--- src/rtl/sram_pkg.sv ---
// Shared constants and types for the SRAM slave controller.
package sram_pkg;

   localparam int unsigned ADDR_W_DEF = 8;
   localparam int unsigned DATA_W_DEF = 16;
   localparam int unsigned DEPTH_DEF  = 2 ** ADDR_W_DEF;

   typedef enum logic [1:0] {
      INIT = 2'd0,
      IDLE = 2'd1,
      WAIT = 2'd2,
      RESP = 2'd3
   } state_t;

   localparam logic WR = 1'b1;
   localparam logic RD = 1'b0;

endpackage

--- src/rtl/sram_array.sv ---
// DEPTH x DATA_W storage: one synchronous write port, one registered read port.
module sram_array
   import sram_pkg::*;
#(
   parameter int unsigned ADDR_W = ADDR_W_DEF,
   parameter int unsigned DATA_W = DATA_W_DEF,
   parameter int unsigned DEPTH  = DEPTH_DEF
) (
   input  logic              i_clk,
   input  logic              i_rst_n,
   input  logic              i_we,
   input  logic [ADDR_W-1:0] i_waddr,
   input  logic [DATA_W-1:0] i_wdata,
   input  logic              i_re,
   input  logic [ADDR_W-1:0] i_raddr,
   output logic [DATA_W-1:0] o_rdata
);

   logic [DATA_W-1:0] r_mem [DEPTH];
   logic [DATA_W-1:0] r_rdata;

   // Contents are deliberately not reset; the controller's sweep clears them.
   always_ff @(posedge i_clk) begin
      if (i_we) begin
         r_mem[i_waddr] <= i_wdata;
      end
   end

   always_ff @(posedge i_clk or negedge i_rst_n) begin
      if (!i_rst_n) begin
         r_rdata <= '0;
      end else if (i_re) begin
         r_rdata <= r_mem[i_raddr];
      end
   end

   assign o_rdata = r_rdata;

endmodule

--- src/rtl/sram_ctrl.sv ---
// SRAM slave controller: zero-fill sweep after reset, then one read or write
// per valid/ready handshake with a programmable number of wait states.
module sram_ctrl
   import sram_pkg::*;
#(
   parameter int unsigned ADDR_W      = ADDR_W_DEF,
   parameter int unsigned DATA_W      = DATA_W_DEF,
   parameter int unsigned WAIT_STATES = 0,
   parameter int unsigned INIT_ZERO   = 1
) (
   input  logic              clk,
   input  logic              rst,
   input  logic [ADDR_W-1:0] addr,
   input  logic [DATA_W-1:0] wr_data,
   input  logic              wr_rd,
   input  logic              valid,
   output logic              ready,
   output logic [DATA_W-1:0] rd_data,
   output logic              init_done
);

   localparam int unsigned DEPTH   = 2 ** ADDR_W;
   localparam int unsigned WCNT_W  = 4;
   localparam state_t      RST_ST  = (INIT_ZERO != 0) ? INIT : IDLE;
   localparam logic        RST_IDN = (INIT_ZERO == 0);

   state_t              r_state;
   state_t              w_next;
   logic [ADDR_W-1:0]   r_sweep;
   logic [WCNT_W-1:0]   r_wcnt;
   logic [ADDR_W-1:0]   r_addr;
   logic [DATA_W-1:0]   r_wdata;
   logic                r_wr_rd;
   logic                r_ready;
   logic                r_init_done;

   logic                w_we;
   logic                w_re;
   logic [ADDR_W-1:0]   w_waddr;
   logic [DATA_W-1:0]   w_wdata;
   logic                w_sweep_last;
   logic                w_wait_done;

   assign w_sweep_last = (r_sweep == ADDR_W'(DEPTH - 1));
   assign w_wait_done  = (r_wcnt == '0);

   always_ff @(posedge clk or negedge rst) begin
      if (!rst) begin
         r_state <= RST_ST;
      end else begin
         r_state <= w_next;
      end
   end

   // Next state plus the array port mux: sweep writes in INIT, request access in WAIT.
   always_comb begin
      w_next  = r_state;
      w_we    = 1'b0;
      w_re    = 1'b0;
      w_waddr = r_addr;
      w_wdata = r_wdata;
      case (r_state)
         INIT: begin
            w_we    = 1'b1;
            w_waddr = r_sweep;
            w_wdata = '0;
            if (w_sweep_last) begin
               w_next = IDLE;
            end
         end
         IDLE: begin
            if (valid) begin
               w_next = WAIT;
            end
         end
         WAIT: begin
            if (w_wait_done) begin
               w_next = RESP;
               w_we   = (r_wr_rd == WR);
               w_re   = (r_wr_rd == RD);
            end
         end
         RESP: begin
            w_next = IDLE;
         end
         default: begin
            w_next = RST_ST;
         end
      endcase
   end

   // Sweep counter, wait counter, request capture and registered status outputs.
   always_ff @(posedge clk or negedge rst) begin
      if (!rst) begin
         r_sweep     <= '0;
         r_wcnt      <= '0;
         r_addr      <= '0;
         r_wdata     <= '0;
         r_wr_rd     <= RD;
         r_ready     <= 1'b0;
         r_init_done <= RST_IDN;
      end else begin
         r_ready <= (r_state == WAIT) && w_wait_done;
         if (r_state == INIT) begin
            r_sweep <= r_sweep + ADDR_W'(1);
            if (w_sweep_last) begin
               r_init_done <= 1'b1;
            end
         end
         if ((r_state == IDLE) && valid) begin
            r_addr  <= addr;
            r_wdata <= wr_data;
            r_wr_rd <= wr_rd;
            r_wcnt  <= WCNT_W'(WAIT_STATES);
         end
         if ((r_state == WAIT) && !w_wait_done) begin
            r_wcnt <= r_wcnt - WCNT_W'(1);
         end
      end
   end

   sram_array #(
      .ADDR_W (ADDR_W),
      .DATA_W (DATA_W),
      .DEPTH  (DEPTH)
   ) u_array (
      .i_clk   (clk),
      .i_rst_n (rst),
      .i_we    (w_we),
      .i_waddr (w_waddr),
      .i_wdata (w_wdata),
      .i_re    (w_re),
      .i_raddr (r_addr),
      .o_rdata (rd_data)
   );

   assign ready     = r_ready;
   assign init_done = r_init_done;

endmodule

--- config.mk ---
export PLATFORM = sky130hd
export DESIGN_NAME = sram_ctrl
export DESIGN_NICKNAME = d
export VERILOG_FILES = /design/src/rtl/sram_pkg.sv /design/src/rtl/sram_array.sv /design/src/rtl/sram_ctrl.sv
export SDC_FILE = /design/constraint.sdc
export NUM_CORES = 2
export LEC_CHECK = 0
export BUFFER_PORTS_ARGS = -buffer_cell sky130_fd_sc_hd__buf_2
export CELL_PAD_IN_SITES_DETAIL_PLACEMENT = 1
export CELL_PAD_IN_SITES_GLOBAL_PLACEMENT = 1
export CORE_UTILIZATION = 50
export CTS_CLUSTER_SIZE = 20
export DETAILED_ROUTE_END_ITERATION = 16
export PLACE_DENSITY_LB_ADDON = 0.1
export SYNTH_ARGS = -nofsm -noshare
export SYNTH_HDL_FRONTEND = slang
export SYNTH_SLANG_ARGS = --single-unit
--- constraint.sdc ---
create_clock -name clk -period 16.5 [get_ports clk]
set_input_delay 0.825 -clock clk [delete_from_list [all_inputs] [get_ports clk]]
set_output_delay 0.825 -clock clk [all_outputs]
set_load 0.005 [all_outputs]
==> flow_metrics.env <==
export IMPL_synth_area_leaders="edfxtp_1, mux4_2, mux2i_1"
export IMPL_hold_path_end="r_addr[4]"
export IMPL_yosysMostFrequentCell="edfxtp_1"
export IMPL_fin_crit_sh=0.4056
export IMPL_clkPwrFrac=0.458
export IMPL_synth_top_area_cell="edfxtp_1"
export IMPL_drtIter0Drc=10840
export IMPL_r2r_cells=12
export IMPL_powerDensity_mw_per_mm2=116.2
export IMPL_io_pins=46
export IMPL_drc=0
export IMPL_hold_buffers=1
export IMPL_finalWirelength_mm=489.4
export IMPL_reg2reg_from="r_addr[0]"
export IMPL_path_class="reg -> reg"
export IMPL_hold_viol_final=0
export IMPL_wirelength_met1_mm=203.7
export IMPL_cpMaxStageDelayCell="o21ai_0"
export IMPL_report_final_slew_viol_count=0
export IMPL_worst_setup_path_start_kind="flip-flop"
export IMPL_ff2ff_setup_slack_ns=9.81
export IMPL_fp_coreArea_mm2=0.3191
export IMPL_crit_chain="buf_4 > buf_12 > buf_4 > buf_4 > mux2i_1 > o221ai_1 > o22ai_1 > o21ai_0 > buf_4 > a21oi_1 > and4b_1 > a211o_1"
export IMPL_cp_required_ns=17.42
export IMPL_h_tree_depth=5
export IMPL_synthTopCellsByCount="edfxtp_1, mux4_2, mux2i_1"
export IMPL_synth_top_flop_cell="edfxtp_1"
export IMPL_die_y_um=569.4
export IMPL_cts_setup_buffers=0
export IMPL_p_sw_frac=0.1956
export IMPL_die_area_mm2=0.3242
export IMPL_min_path_type="in -> reg"
export IMPL_end_kind="flip-flop"
export IMPL_p_leak_nw=45.26
export IMPL_met3_length_mm=39.77
export IMPL_final_antenna_net_count=0
export IMPL_routedWlPerCell_um=38.11
export IMPL_comb_power_share=0
export IMPL_antenna_found_initial=33
export IMPL_synth_fp_nets=7737
export IMPL_ctsResizeCount=0
export IMPL_clock_root_buffer="clkbuf_16"
export IMPL_fp_dieW_um=569.4
export IMPL_clock_latency_ns=0.99
export IMPL_fin_crit_ns=6.692
export IMPL_worst_pin_slew_ns=1.436
export IMPL_skew_ns=0.05755
export IMPL_grt_pass1_vias=84740
export IMPL_intPower_w=0.01695
export IMPL_fill_cells=27180
export IMPL_worstHoldStart="addr[4]"
export IMPL_netlist_area_mm2=0.1609
export IMPL_ys_types=77
export IMPL_nNetsFinal=8205
export IMPL_finalWeightedCongestion=0.8344
export IMPL_cts_clk_slew_worst_paths_ns=0.06
export IMPL_critical_path_max_stage_delay_ns=1.10
export IMPL_seqPwrFrac=0.541
export IMPL_portBuffers=45
export IMPL_netlist_area_leader_share=0.7642
export IMPL_max_cap_violations=0
export IMPL_synth_avg_cell_area_um2=20.89
export IMPL_drive_above_1_share=0.2323
export IMPL_status="completed"
export IMPL_relSlewSlack=0.03996
export IMPL_cp_data_arrival_time_ns=7.61
export IMPL_cts_sinks=4153
export IMPL_hpwl_mm=289.1
export IMPL_viasPerCell=6.512
export IMPL_dr_max_layer_used="met5"
export IMPL_ys_ff_latch=4153
export IMPL_setup_tns_ns=0
export IMPL_grt_use_total=0.2999
export IMPL_synth_cells=7704
export IMPL_ir_worst_vdd_v=0.0001156
export IMPL_area_growth_pct=12.60
export IMPL_synth_enable_flop_cells=4096
export IMPL_p_switching_w=0.004120
export IMPL_postLayoutCoreUtil=0.5680
export IMPL_seq_area_frac_synth=0.7731
export IMPL_via_count=83620
export IMPL_globalRouteOverflowTotal=0
export IMPL_tritoncts="built"
export IMPL_r2r_end="u_array.o_rdata[2]"
export IMPL_fmax_mhz=149.4
export IMPL_multi_input_area_mm2=0.03364
export IMPL_cp_max_fo=92
export IMPL_async_reset_ff_frac=0.01373
export IMPL_rsz0062_at_grt="no"
export IMPL_start_util=0.5044
export IMPL_grt_max_degree=182
export IMPL_firstDrtPassIters=5
export IMPL_regArea_mm2=0.1244
export IMPL_numCtsBuffers=425
export IMPL_grt_first_pass_wirelength_mm=675.8
export IMPL_placementRows=207
export IMPL_ys_warnings_count=0
export IMPL_cts_buffer_depth=4
export IMPL_hold_path_cell_count=2
export IMPL_crit_path_frequent_cell="buf_4"
export IMPL_setup_violations=0
export IMPL_wl_met2_mm=231.7
-- worst max-delay path: cells and delay by family (launching register included) --
kind	cells	cell delay [ns]
multiplexers	1	0.20
AND/OR/NAND/NOR	1	0.47
AO/OA/AOI/OAI	5	1.74
buffers and inverters	5	2.89
flip-flops	1	0.87
-- power by group through the flow --
stage	Sequential, W	Combinational [W]	Clock (W)
2_1_floorplan	0.0116	0.0000000779	0
3_3_place_gp	0.0116	0.00000925	0
3_5_place_dp	0.0116	0.00000937	0
4_1_cts	0.0114	0.00000954	0.00975
5_1_grt	0.0114	0.00000977	0.0101
6_report	0.0114	0.00000915	0.00965
-- metrics by stage --
stage,instance area (um^2),power (W),instances,setup slack [ns],hold slack [ns]
finish,181200,0.02107,12840,9.808,0.09754
CTS,181200,0.02117,12820,9.801,0.03628
global route,181200,0.02152,12830,9.435,0.06454
global placement,167300,0.01164,12020,9.776,0.4924
floorplan,160900,0.01163,7704,7.539,0.4663
detailed placement,167300,0.01164,12030,9.811,0.5000
-- metal layers --
metal  track usage  up-vias
li1              -    33250
met1        0.4328    45780
met2        0.4737     3876
met3       0.05481      708
met4       0.08135       10
met5             0        -
-- registers in the layout, summed over array words and instances (netlist names) --
signal	count
u_array.r_mem	4096
r_wdata	16
u_array.o_rdata	16
r_addr	8
r_sweep	8
r_wcnt	4
r_state	2
init_done	1
r_wr_rd	1
ready	1
-- worst max-delay path by stage --
stage,end,slack [ns],start
after global routing,u_array.o_rdata[2],9.43,r_addr[0]
after floorplan,u_array.r_mem[0][10],7.54,r_state[0]
after global placement,u_array.o_rdata[2],9.78,r_addr[0]
final,u_array.o_rdata[2],9.81,r_addr[0]
after CTS,u_array.o_rdata[2],9.80,r_addr[0]
after detailed placement,u_array.o_rdata[2],9.81,r_addr[0]
-- layout make-up --
cell class / count / share of cell area
tap: 4284 / 0.02958
inverter: 15 / 0.0004211
clock buffer: 524 / 0.06200
antenna: 23 / 0.0003176
multi-input combinational: 3080 / 0.1856
timing repair buffer: 497 / 0.02119
clock inverter: 266 / 0.01425
sequential: 4153 / 0.6866
-- cells by family after synthesis --
| family | synth area share |
|---|---|
| flops | 0.7731 |
| buf+inv | 0.02066 |
| mux | 0.1448 |
| simple gates | 0.02137 |
| xor+xnor | 0.0004354 |
| fa+ha+maj | 0.0003887 |
| compound gates | 0.03927 |
-- layout by cell type, fill, tap and decap left out, types with 52 or more instances in the layout --
master | netlist | final
a211oi_1 | 65 | 64
a21oi_1 | 127 | 127
a22oi_1 | 87 | 87
buf_4 | 42 | 432
clkbuf_1 | 150 | 84
clkbuf_16 | 0 | 432
clkinv_1 | 1 | 97
clkinv_2 | 0 | 92
dfrtp_1 | 57 | 52
edfxtp_1 | 4096 | 4096
mux2i_1 | 619 | 619
mux4_2 | 710 | 710
nand2_1 | 282 | 281
nand3_1 | 59 | 59
nor2_1 | 301 | 238
nor2_2 | 2 | 62
o21ai_0 | 86 | 81
o221ai_1 | 117 | 117
o22ai_1 | 211 | 211
Note: power is estimated with default switching activity, not from simulation.
